==> src/rtl/alu_issue_muldiv_pkg.sv <==
// Shared encodings for the ALU-control / multiply-divide issue block.
//   - ALU Sel codes driven to the combinational ALU
//   - R-type funct codes and main-control ALUOp codes
//   - writeback source codes (ALU / HI / LO)
//   - engine state enum and the multiply/divide request struct
package alu_issue_muldiv_pkg;

    // ALU Sel codes
    localparam logic [3:0] SEL_AND = 4'b0000;
    localparam logic [3:0] SEL_OR  = 4'b0001;
    localparam logic [3:0] SEL_ADD = 4'b0010;
    localparam logic [3:0] SEL_SUB = 4'b0110;
    localparam logic [3:0] SEL_SLT = 4'b0111;

    // R-type funct codes
    localparam logic [5:0] F_MFHI  = 6'h10;
    localparam logic [5:0] F_MFLO  = 6'h12;
    localparam logic [5:0] F_MULT  = 6'h18;
    localparam logic [5:0] F_MULTU = 6'h19;
    localparam logic [5:0] F_DIV   = 6'h1A;
    localparam logic [5:0] F_DIVU  = 6'h1B;
    localparam logic [5:0] F_ADD   = 6'h20;
    localparam logic [5:0] F_SUB   = 6'h22;
    localparam logic [5:0] F_AND   = 6'h24;
    localparam logic [5:0] F_OR    = 6'h25;
    localparam logic [5:0] F_SLT   = 6'h2A;

    // Main-control ALUOp codes
    localparam logic [1:0] ALUOP_ADD   = 2'b00;
    localparam logic [1:0] ALUOP_SUB   = 2'b01;
    localparam logic [1:0] ALUOP_RTYPE = 2'b10;
    localparam logic [1:0] ALUOP_OR    = 2'b11;

    // Writeback source select
    localparam logic [1:0] WB_ALU = 2'b00;
    localparam logic [1:0] WB_HI  = 2'b01;
    localparam logic [1:0] WB_LO  = 2'b10;

    typedef enum logic {ST_IDLE, ST_BUSY} md_state_e;

    typedef struct packed {
        logic is_div;
        logic is_signed;
    } md_req_t;

    // funct 18..1B: bit1 selects divide, bit0 selects unsigned
    function automatic md_req_t funct_to_req(input logic [1:0] f_lo);
        md_req_t r;
        r.is_div    = f_lo[1];
        r.is_signed = ~f_lo[0];
        return r;
    endfunction

endpackage

==> src/rtl/alu_issue_muldiv_muldiv_core.sv <==
// Iterative 32-step multiply / divide engine.
//   clk, rst_n      : clock, async active-low reset (aborts any operation)
//   start           : accept a new operation (only honoured when idle)
//   req             : {is_div, is_signed}
//   op1, op2        : multiplicand/dividend, multiplier/divisor (raw)
//   busy            : engine not idle
//   done            : last iteration happens on the coming edge
//   res_hi, res_lo  : final sign-corrected result, valid while done=1
// Multiply is shift-add on {upper, multiplier}; divide is restoring
// shift-subtract on {remainder, quotient}. Both share one 2*WIDTH register.
module muldiv_core
    import alu_issue_muldiv_pkg::*;
#(
    parameter int               WIDTH   = 32,
    parameter logic [WIDTH-1:0] DIV0_LO = {WIDTH{1'b1}}
) (
    input  logic             clk,
    input  logic             rst_n,
    input  logic             start,
    input  md_req_t          req,
    input  logic [WIDTH-1:0] op1,
    input  logic [WIDTH-1:0] op2,
    output logic             busy,
    output logic             done,
    output logic [WIDTH-1:0] res_hi,
    output logic [WIDTH-1:0] res_lo
);
    localparam int CW = $clog2(WIDTH) + 1;

    md_state_e          state;
    logic [CW-1:0]      cnt;
    logic [2*WIDTH-1:0] acc;
    logic [WIDTH-1:0]   mcand;      // multiplicand or divisor magnitude
    logic [WIDTH-1:0]   dividend_raw;
    logic               is_div_q;
    logic               neg_q;      // negate product / quotient
    logic               neg_rem_q;  // negate remainder (dividend sign)
    logic               div0_q;

    // operand magnitudes at issue
    logic             sa, sb;
    logic [WIDTH-1:0] mag1, mag2;
    assign sa   = req.is_signed & op1[WIDTH-1];
    assign sb   = req.is_signed & op2[WIDTH-1];
    assign mag1 = sa ? (~op1 + 1'b1) : op1;
    assign mag2 = sb ? (~op2 + 1'b1) : op2;

    // one iteration step
    logic [WIDTH:0]     mul_sum, div_sh;
    logic               div_ge;
    logic [WIDTH-1:0]   div_rem;
    logic [2*WIDTH-1:0] acc_nxt;
    always_comb begin
        mul_sum = {1'b0, acc[2*WIDTH-1:WIDTH]} + (acc[0] ? {1'b0, mcand} : '0);
        div_sh  = {acc[2*WIDTH-1:WIDTH], acc[WIDTH-1]};
        div_ge  = (div_sh >= {1'b0, mcand});
        div_rem = div_ge ? WIDTH'(div_sh - {1'b0, mcand}) : div_sh[WIDTH-1:0];
        if (is_div_q) acc_nxt = {div_rem, acc[WIDTH-2:0], div_ge};
        else          acc_nxt = {mul_sum, acc[WIDTH-1:1]};
    end

    assign busy = (state == ST_BUSY);
    assign done = busy && (cnt == CW'(WIDTH - 1));

    // sign fix on the final iteration's value
    logic [2*WIDTH-1:0] prod_fix;
    always_comb begin
        prod_fix = neg_q ? (~acc_nxt + 1'b1) : acc_nxt;
        if (!is_div_q) begin
            res_hi = prod_fix[2*WIDTH-1:WIDTH];
            res_lo = prod_fix[WIDTH-1:0];
        end else if (div0_q) begin
            res_hi = dividend_raw;
            res_lo = DIV0_LO;
        end else begin
            res_lo = neg_q ? (~acc_nxt[WIDTH-1:0] + 1'b1) : acc_nxt[WIDTH-1:0];
            res_hi = neg_rem_q ? (~acc_nxt[2*WIDTH-1:WIDTH] + 1'b1)
                               : acc_nxt[2*WIDTH-1:WIDTH];
        end
    end

    always_ff @(posedge clk or negedge rst_n) begin
        if (!rst_n) begin
            state        <= ST_IDLE;
            cnt          <= '0;
            acc          <= '0;
            mcand        <= '0;
            dividend_raw <= '0;
            is_div_q     <= 1'b0;
            neg_q        <= 1'b0;
            neg_rem_q    <= 1'b0;
            div0_q       <= 1'b0;
        end else begin
            case (state)
                ST_IDLE: begin
                    if (start) begin
                        state        <= ST_BUSY;
                        cnt          <= '0;
                        is_div_q     <= req.is_div;
                        neg_q        <= sa ^ sb;
                        neg_rem_q    <= sa;
                        div0_q       <= req.is_div && (op2 == '0);
                        dividend_raw <= op1;
                        // low half holds the operand consumed bit by bit
                        acc          <= {{WIDTH{1'b0}}, (req.is_div ? mag1 : mag2)};
                        mcand        <= req.is_div ? mag2 : mag1;
                    end
                end
                ST_BUSY: begin
                    acc <= acc_nxt;
                    cnt <= cnt + 1'b1;
                    if (done) state <= ST_IDLE;
                end
                default: state <= ST_IDLE;
            endcase
        end
    end

endmodule

==> src/rtl/alu_issue_muldiv.sv <==
// ALU control decode plus HI/LO ownership and multiply/divide issue.
//   i_clk, i_rst_n      : clock, async active-low reset
//   i_valid             : instruction in EX
//   i_aluop, i_funct    : main-control ALUOp, R-type funct
//   i_op1, i_op2        : rs / rt values
//   o_sel               : ALU Sel
//   o_wb_src            : 00 ALU, 01 HI, 10 LO
//   o_hi, o_lo          : architectural HI/LO
//   o_busy              : multiply/divide engine busy
//   o_stall             : hold EX (muldiv/mfhi/mflo against busy engine)
//   o_illegal           : undecoded R-type funct
module alu_issue_muldiv
    import alu_issue_muldiv_pkg::*;
#(
    parameter int               WIDTH   = 32,
    parameter logic [WIDTH-1:0] DIV0_LO = {WIDTH{1'b1}}
) (
    input  logic             i_clk,
    input  logic             i_rst_n,
    input  logic             i_valid,
    input  logic [1:0]       i_aluop,
    input  logic [5:0]       i_funct,
    input  logic [WIDTH-1:0] i_op1,
    input  logic [WIDTH-1:0] i_op2,
    output logic [3:0]       o_sel,
    output logic [1:0]       o_wb_src,
    output logic [WIDTH-1:0] o_hi,
    output logic [WIDTH-1:0] o_lo,
    output logic             o_busy,
    output logic             o_stall,
    output logic             o_illegal
);
    logic             is_md, is_mf;
    logic             md_start, md_done;
    logic [WIDTH-1:0] md_hi, md_lo;
    md_req_t          md_req;

    always_comb begin
        o_sel     = SEL_ADD;
        o_wb_src  = WB_ALU;
        o_illegal = 1'b0;
        is_md     = 1'b0;
        is_mf     = 1'b0;
        if (i_valid) begin
            case (i_aluop)
                ALUOP_ADD: o_sel = SEL_ADD;
                ALUOP_SUB: o_sel = SEL_SUB;
                ALUOP_OR:  o_sel = SEL_OR;
                default: begin
                    case (i_funct)
                        F_ADD:  o_sel = SEL_ADD;
                        F_SUB:  o_sel = SEL_SUB;
                        F_AND:  o_sel = SEL_AND;
                        F_OR:   o_sel = SEL_OR;
                        F_SLT:  o_sel = SEL_SLT;
                        F_MFHI: begin o_wb_src = WB_HI; is_mf = 1'b1; end
                        F_MFLO: begin o_wb_src = WB_LO; is_mf = 1'b1; end
                        F_MULT, F_MULTU, F_DIV, F_DIVU: is_md = 1'b1;
                        default: o_illegal = 1'b1;
                    endcase
                end
            endcase
        end
    end

    assign md_req = funct_to_req(i_funct[1:0]);
    // o_busy is still high on the completion edge, so a new op waits one edge
    assign o_stall  = i_valid & o_busy & (is_md | is_mf);
    assign md_start = is_md & ~o_busy;

    muldiv_core #(.WIDTH(WIDTH), .DIV0_LO(DIV0_LO)) u_core (
        .clk    (i_clk),
        .rst_n  (i_rst_n),
        .start  (md_start),
        .req    (md_req),
        .op1    (i_op1),
        .op2    (i_op2),
        .busy   (o_busy),
        .done   (md_done),
        .res_hi (md_hi),
        .res_lo (md_lo)
    );

    always_ff @(posedge i_clk or negedge i_rst_n) begin
        if (!i_rst_n) begin
            o_hi <= '0;
            o_lo <= '0;
        end else if (md_done) begin
            o_hi <= md_hi;
            o_lo <= md_lo;
        end
    end

endmodule

==> config.mk <==
export PLATFORM = sky130hd
export DESIGN_NAME = alu_issue_muldiv
export DESIGN_NICKNAME = d
export VERILOG_FILES = /design/src/rtl/alu_issue_muldiv_pkg.sv /design/src/rtl/alu_issue_muldiv_muldiv_core.sv /design/src/rtl/alu_issue_muldiv.sv
export SDC_FILE = /design/constraint.sdc
export NUM_CORES = 1
export LEC_CHECK = 0
export CORE_UTILIZATION = 39
export DETAILED_ROUTE_END_ITERATION = 6
export GPL_ROUTABILITY_DRIVEN = 0
export GPL_TIMING_DRIVEN = 0
export PLACE_DENSITY = 0.7
export SETUP_SLACK_MARGIN = 0.3
export SYNTH_ARGS = -nofsm -noshare
export SYNTH_HDL_FRONTEND = slang
export SYNTH_SLANG_ARGS = --single-unit
export TNS_END_PERCENT = 5
==> constraint.sdc <==
create_clock -name i_clk -period 5.91 [get_ports i_clk]
set_input_delay 0.8865 -clock i_clk [delete_from_list [all_inputs] [get_ports i_clk]]
set_output_delay 0.8865 -clock i_clk [all_outputs]
set_load 0.02 [all_outputs]
Word level (Yosys, flattened, before mapping)
Cells that the tools add are included.
{"block": "classes", "addsub": 8, "multipliers": 0, "div": 0, "order_cmp": 1, "eq_ne": 15, "n_shift": 0, "muxes": 36, "bitwise": 14, "reduce_logical": 9}
{"operator": "$mux W32", "count": 12}
{"operator": "$mux W64", "count": 3}
{"operator": "$add A32 B1 Y32 const B", "count": 4}
{"operator": "$not A32 Y32", "count": 4}
{"operator": "$pmux W64 S2", "count": 1}
{"operator": "$add A64 B1 Y64 const B", "count": 1}
{"operator": "$not A64 Y64", "count": 1}
{"operator": "$eq A6 B5 Y1 const B", "count": 7}
{"operator": "$add A32 B32 Y33", "count": 1}
{"operator": "$ge A33 B32 Y1", "count": 1}
{"operator": "$logic_not A32 Y1", "count": 1}
{"operator": "$sub A32 B32 Y32", "count": 1}
{"operator": "$eq A6 B6 Y1 const B", "count": 5}
{"operator": "$pmux W3 S4", "count": 1}
{"operator": "$pmux W6 S2", "count": 1}
{"operator": "$mux W1", "count": 11}
{"operator": "$reduce_or A11 Y1", "count": 1}
{"operator": "$pmux W3 S3", "count": 1}
{"operator": "$add A6 B1 Y6 const B", "count": 1}
{"operator": "$mux W6", "count": 1}
{"operator": "$and A1 B1 Y1", "count": 5}
{"operator": "$mux W2", "count": 2}
{"operator": "$mux W4", "count": 1}
{"operator": "$pmux W2 S2", "count": 1}
{"operator": "other kinds (13)", "count": 15}
{"block": "totals", "ff_bits": 203, "latch_bits": 0, "ramBits": 0, "mem_bits_ro": 0, "inputBits": 75, "output_inout_bits": 73, "word_cells": 94, "n_memories": 0}

Depth between registers and ports, before layout
{"block": "depth", "ltp_word": 8, "ltp_mapped": 26, "depth_no_buf": 21}

Modules after synthesis
A second synthesis with hierarchy kept.
{"block": "unflattened", "cells_unflattened": 2374, "hier_area_um2": 18753.0}
{"mod": "muldiv_core", "n_inst": 1, "cells_per_inst": 2207, "area_per_inst_um2": 16174.3}
{"mod": "alu_issue_muldiv", "n_inst": 1, "cells_per_inst": 167, "area_per_inst_um2": 2578.7}

Least setup slack after synthesis
Ideal clock, no wire load.
{"block": "synth_path", "path_type": "register to register", "startpoint": "reg u_core.is_div_q", "endpoint": "reg o_hi[26]", "setup_time_ns": 0.127, "arrival_ns": 5.408, "setup_slack_ns": 0.375, "stages_incl_launch_ff": 21, "n_path_buf": 9, "synth_period_minus_slack_ns": 5.535, "cell_sequence": "dfrtp_1 -> buf_2 -> buf_2 -> buf_1 -> buf_2 -> buf_2 -> buf_1 -> buf_1 -> buf_1 -> o21ai_0 -> inv_1 -> ha_1 -> o21ai_0 -> or4_4 -> or4_1 -> buf_2 -> or3b_4 -> o31ai_4 -> xnor2_1 -> a22oi_1 -> o21ai_1"}
{"block": "synth_via", "elab_chain_len": 6, "elab_cells_between_ends": 9, "cone_classes": "add/sub (2); mux (5); bitwise (2)"}
{"item": "from (decl)", "line_no": "alu_issue_muldiv_muldiv_core.sv:35", "text": "logic is_div_q;"}
{"item": "from (signal assigned)", "line_no": "alu_issue_muldiv_muldiv_core.sv:99", "text": "is_div_q <= req.is_div;"}
{"item": "$mux W64", "line_no": "alu_issue_muldiv_muldiv_core.sv:58", "text": "if (is_div_q) acc_nxt = {div_rem, acc[WIDTH-2:0], div_ge};"}
{"item": "$not A32 Y32", "line_no": "alu_issue_muldiv_muldiv_core.sv:77", "text": "res_hi = neg_rem_q ? (~acc_nxt[2*WIDTH-1:WIDTH] + 1'b1)"}
{"item": "$add A32 B1 Y32", "line_no": "alu_issue_muldiv_muldiv_core.sv:77"}
{"item": "$mux W32", "line_no": "alu_issue_muldiv_muldiv_core.sv:77"}
{"item": "$mux W32", "line_no": "alu_issue_muldiv_muldiv_core.sv:72", "text": "end else if (div0_q) begin"}
{"item": "$mux W32 *", "line_no": "alu_issue_muldiv_muldiv_core.sv:69", "text": "if (!is_div_q) begin"}
{"item": "to (signal assigned)", "line_no": "alu_issue_muldiv.sv:89", "text": "o_hi <= md_hi;"}
{"item": "to (decl)", "line_no": "alu_issue_muldiv.sv:27", "text": "output logic [WIDTH-1:0] o_hi,"}
Every way passes the cells marked *; elsewhere a longest branch is shown, timed or not.
A chain may end at the register's enable or synchronous reset.

Worst setup path after layout
{"block": "layout_path", "startpoint": "reg u_core.is_div_q", "endpoint": "reg o_hi[12]"}
Same word-level chain as after synthesis.

==> run summary <==
Walking the worst path, the cells encountered are buf_2 > buf_4 > buf_4 > buf_4 > buf_4 > clkbuf_4 > buf_6 > buf_4 > buf_4 > o21ai_4 > ha_4 > nand2_1 > or3_4 > or2_2 > or2_2 > buf_2 > or3_4 > o21ai_0 > xnor2_1 > a222oi_1 > o21ai_0. The part of the cycle the worst path needs came out at 93.9%. The total number of H-tree levels is 1. The post-DP HPWL is 56,500 microns. The starting density of the core came out at 39.9%.

The number of maximum-capacitance constraint violations is 0. The maximum operating frequency came out at 180 MHz. The fraction of final layout cells with drive strength greater than 1 is 6.74%. The final hold violation count came out at 0. The number of cells on the worst reg-to-reg path is 21. The leakage power came out at 8.59 nW. The boundary pin count is about 150.

The worst slack at placement is -2.01 ns. The number of rows in the core area is 76. The length of the first detailed-routing pass in iterations came out at 7. The area taken by multi-input logic gates came out at 0.0116 sq mm. The global-route wire length before repair is 107,000 microns. By count the netlist is led by 345 x sky130_fd_sc_hd__nand2_1, 203 x sky130_fd_sc_hd__dfrtp_1, 203 x sky130_fd_sc_hd__o21ai_0. The endpoint arrival time on the critical path came out at 5.94 ns. The detailed-route wire length per cell came out at 24.0 microns. STA classifies the critical path startpoint as a flip-flop.

The slew at the pin with the worst max-slew slack came out at 1.01 ns. The worst clock skew came out at 0.0168 ns. The number of global-route vias before repair is 18,000.

Counting flops with an async set or reset pin after synthesis yields a share of 100%. The total die area came out at 0.0453 sq mm. STA classifies the critical path endpoint as a flip-flop.

The total clock buffers created by CTS is 23. The number of buffers inserted by port buffering is 146. The min-delay analysis places its worst path in the category in2async. The routed design could run at a clock period as short as 5.55 ns. The number of vias after detailed routing came out at 19,100. The post-synthesis cell count is 2,254.

The total core area came out at 0.0435 sq mm. Summing all flip-flop and latch instances after layout gives between 0.005 and 0.006 sq mm. The checks that failed: DRC. The aggregate global-route resource usage came out at about a third.

The top fanout value on the critical path is 10. The synthesized design spends more area on one cell type than any other, namely sky130_fd_sc_hd__dfrtp_1. The die is 213 microns wide.

The met1 wire length came out at 27,700 microns. The sequential share of the synthesized area came out at ~30%. The worst endpoint required time came out at 6.31 ns. Setup repair after global routing could not meet its margin everywhere. After detailed routing, no signal wire sits above met4. Summed over all layers, the global routing overflow is 0.

The worst setup path is of the reg2reg kind. The die height is approximately 210 microns. By instance count, the cell type seen most on the critical path is sky130_fd_sc_hd__buf_4. The final routed wirelength across all metal layers came out at 72,800 microns. Yosys mapped a number of flops with a built-in enable equal to 0.

The number of buffers and inverters on the critical path is 10. The number of remaining DRC errors came out at 10. Headroom to the max-slew limit came out at 32.8%.

For this block, the initial DRC count from the detailed router was 2,451. The longest clock path from root to sink contains 3 buffers. The share of synthesized area in the top cell type comes to 29.3%. TritonCTS built the clock tree.

The mean cell area of the mapped netlist is 7.69 sq um. The run finished, with violations left. The worst stage delay on the critical path is between 0.4 and 0.5 ns.

The cell with the most instances after synthesis is sky130_fd_sc_hd__nand2_1. The clock latency reported for the late side of the worst-skew pair is 0.55 ns. The count of placed standard cells in the final layout, fillers left out came out at 3,033. The hold buffer count at CTS is 0. The area of the mapped netlist came out at between 0.015 and 0.02 sq mm. The count of fill cells added during filler insertion is 4,248. The critical path depth in cells is 21. Clock tree synthesis found a total of between 200 and 250 sinks. Relative to the synthesized area, the layout overhead comes to 19.3%. The setup TNS came out at 0 ns. The number of vias per cell is 6.28. The clock slew seen by the registers of the worst setup and hold paths came out at 0.06 ns. Summed over all nets, wire length on met2 after detailed routing comes to about 31,000 microns. The largest net degree at the start of global routing came out at 118. The number of warnings printed during yosys synthesis is 0. The final antenna-violating net count came out at 0.

The post-synthesis sequential element count came out at 203. The cell at the root of the clock tree is sky130_fd_sc_hd__clkbuf_16. The number of antenna violations at the first check in global routing came to 3. The setup slack after layout came out at around 0.36 ns.

In this design, the largest share of critical-path delay is due to buffers and inverters. The final setup violation count came out at 0. The post-synthesis net count came out at 2,400. The total length of routed met3 wires is 9310 microns.

Including well taps, the total number of placed cells is between 2,000 and 3,000. For this design the ratio of total power to cell area is ~440 mW/mm^2. The number of slew-limit violations in the final report came to 0.

On the critical path, the stage with the largest delay is an instance of sky130_fd_sc_hd__or3_4. The primary flip-flop cell chosen by synthesis mapping is sky130_fd_sc_hd__dfrtp_1. The unique cell type count in the Yosys netlist came out at 93. Across the VDD grid, the largest voltage drop is ~0.00029 V. By area the synthesized netlist is led by sky130_fd_sc_hd__dfrtp_1 29%, sky130_fd_sc_hd__nand2_1 7.5%, sky130_fd_sc_hd__xnor2_1 6.0%, sky130_fd_sc_hd__o21ai_0 5.9%, sky130_fd_sc_hd__a21oi_1 5.0%.

The net count of the finished layout is 2,578.
## worst register-to-register path, cell delays in order, from the launching register on
cell,delay (ns)
sky130_fd_sc_hd__dfrtp_1,0.40
sky130_fd_sc_hd__buf_2,0.19
sky130_fd_sc_hd__buf_4,0.22
sky130_fd_sc_hd__buf_4,0.23
sky130_fd_sc_hd__buf_4,0.23
sky130_fd_sc_hd__buf_4,0.22
sky130_fd_sc_hd__clkbuf_4,0.23
sky130_fd_sc_hd__buf_6,0.21
sky130_fd_sc_hd__buf_4,0.25
sky130_fd_sc_hd__buf_4,0.24
sky130_fd_sc_hd__o21ai_4,0.25
sky130_fd_sc_hd__ha_4,0.20
sky130_fd_sc_hd__nand2_1,0.13
sky130_fd_sc_hd__or3_4,0.44
sky130_fd_sc_hd__or2_2,0.37
sky130_fd_sc_hd__or2_2,0.28
sky130_fd_sc_hd__buf_2,0.20
sky130_fd_sc_hd__or3_4,0.39
sky130_fd_sc_hd__o21ai_0,0.22
sky130_fd_sc_hd__xnor2_1,0.09
sky130_fd_sc_hd__a222oi_1,0.32
sky130_fd_sc_hd__o21ai_0,0.13
## stage by stage
stage               area (sq um)  util, %  hold slack, ns  power, mW
floorplan                  17300        -           0.440       5.68
global placement           19500     44.9           0.460       7.10
detailed placement         19600     45.0           0.467       7.19
CTS                        20500     47.1           0.353       8.75
global route               20700     47.6           0.368       9.56
finish                     20700     47.6           0.299       9.12
## cells by family (layout without fill, tap and decap cells)
kind of cell	Yosys count	after routing	share of synthesized area, %
compound gates	722	722	26.7
xor+xnor	184	184	9.30
fa+ha+maj	71	71	5.21
buf+inv	217	410	4.94
flops	203	203	29.3
mux	52	52	3.06
other cells	1	2	0.0216
simple gates	804	804	21.4
## where the power goes
part	internal (mW)	leakage, nW	switching [mW]
Clock	0.833	0.364	0.637
Combinational	2.11	5.83	3.53
Sequential	1.65	2.40	0.362
Total	4.59	8.59	4.53
## layer usage
layer  up-vias  track usage, %
met5         -               0
li1       8417               -
met4         0            17.2
met2      1379            47.3
met3       278            7.78
met1      8979            41.3
## final cells by class
class | count | area share (%)
inverters | 78 | 1.42
clock inverters | 9 | 0.412
diodes | 1 | 0.0121
multi-input cells | 1834 | 56.3
well taps | 585 | 3.54
repair buffers | 153 | 7.44
plain buffers | 139 | 3.07
flip-flops and latches | 203 | 24.6
clock buffers | 31 | 3.22
## sequential cells by signal, indices dropped and copies added (netlist names), 6 cells and up
signal               cells
u_core.cnt               6
u_core.mcand            32
u_core.dividend_raw     32
o_lo                    32
u_core.acc              64
o_hi                    32
## layout by cell type (no fill, tap or decap), types with 10 or more instances in the layout
cell type,count
sky130_fd_sc_hd__o21bai_1,11
sky130_fd_sc_hd__nor2_1,177
sky130_fd_sc_hd__inv_1,77
sky130_fd_sc_hd__ha_1,66
sky130_fd_sc_hd__a21boi_0,11
sky130_fd_sc_hd__a21oi_1,170
sky130_fd_sc_hd__a211oi_1,59
sky130_fd_sc_hd__xor2_1,65
sky130_fd_sc_hd__nor3_1,33
sky130_fd_sc_hd__o41ai_1,14
sky130_fd_sc_hd__o21ai_0,198
sky130_fd_sc_hd__nand3_1,43
sky130_fd_sc_hd__dfrtp_1,198
sky130_fd_sc_hd__and3_1,14
sky130_fd_sc_hd__clkbuf_16,23
sky130_fd_sc_hd__or2_2,14
sky130_fd_sc_hd__buf_2,12
sky130_fd_sc_hd__or3_1,22
sky130_fd_sc_hd__and2_1,41
sky130_fd_sc_hd__or4_1,12
sky130_fd_sc_hd__o21a_1,17
sky130_fd_sc_hd__buf_1,12
sky130_fd_sc_hd__nor2b_1,10
sky130_fd_sc_hd__clkdlybuf4s50_1,145
sky130_fd_sc_hd__nand2_1,343
sky130_fd_sc_hd__buf_4,14
sky130_fd_sc_hd__a21o_1,32
sky130_fd_sc_hd__clkbuf_1,96
sky130_fd_sc_hd__nor4_1,12
sky130_fd_sc_hd__nand4_1,22
sky130_fd_sc_hd__o211ai_1,40
sky130_fd_sc_hd__nand2b_1,19
sky130_fd_sc_hd__o21ai_1,11
sky130_fd_sc_hd__o31ai_1,33
sky130_fd_sc_hd__o22ai_1,13
sky130_fd_sc_hd__mux2i_1,44
sky130_fd_sc_hd__a31oi_1,14
sky130_fd_sc_hd__xnor2_1,119
## repair_timing
| item | in CTS | in global routing |
|---|---|---|
| endpoints found under the setup margin | 56 | 21 |
| resized for setup | 53 | 51 |
| gates cloned | 0 | 0 |
| pin swaps | 3 | 4 |
| buffers inserted | 2 | 4 |
## path summary, 6_finish.rpt
kind	start	end	slack, ns
hold reg to reg	u_core.dividend_raw[27]$_DFFE_PN0P_	u_core.dividend_raw[27]$_DFFE_PN0P_	0.48
max in group asynchronous	i_rst_n	u_core.dividend_raw[7]$_DFFE_PN0P_	4.53
hold / removal	i_rst_n	u_core.mcand[22]$_DFFE_PN0P_	0.30
setup / recovery	u_core.is_div_q$_DFFE_PN0P_	o_hi[12]$_DFFE_PN0P_	0.36
min in group i_clk	u_core.dividend_raw[27]$_DFFE_PN0P_	u_core.dividend_raw[27]$_DFFE_PN0P_	0.48
setup reg to reg	u_core.is_div_q$_DFFE_PN0P_	o_hi[12]$_DFFE_PN0P_	0.36
(Power assumes the default switching activity.)
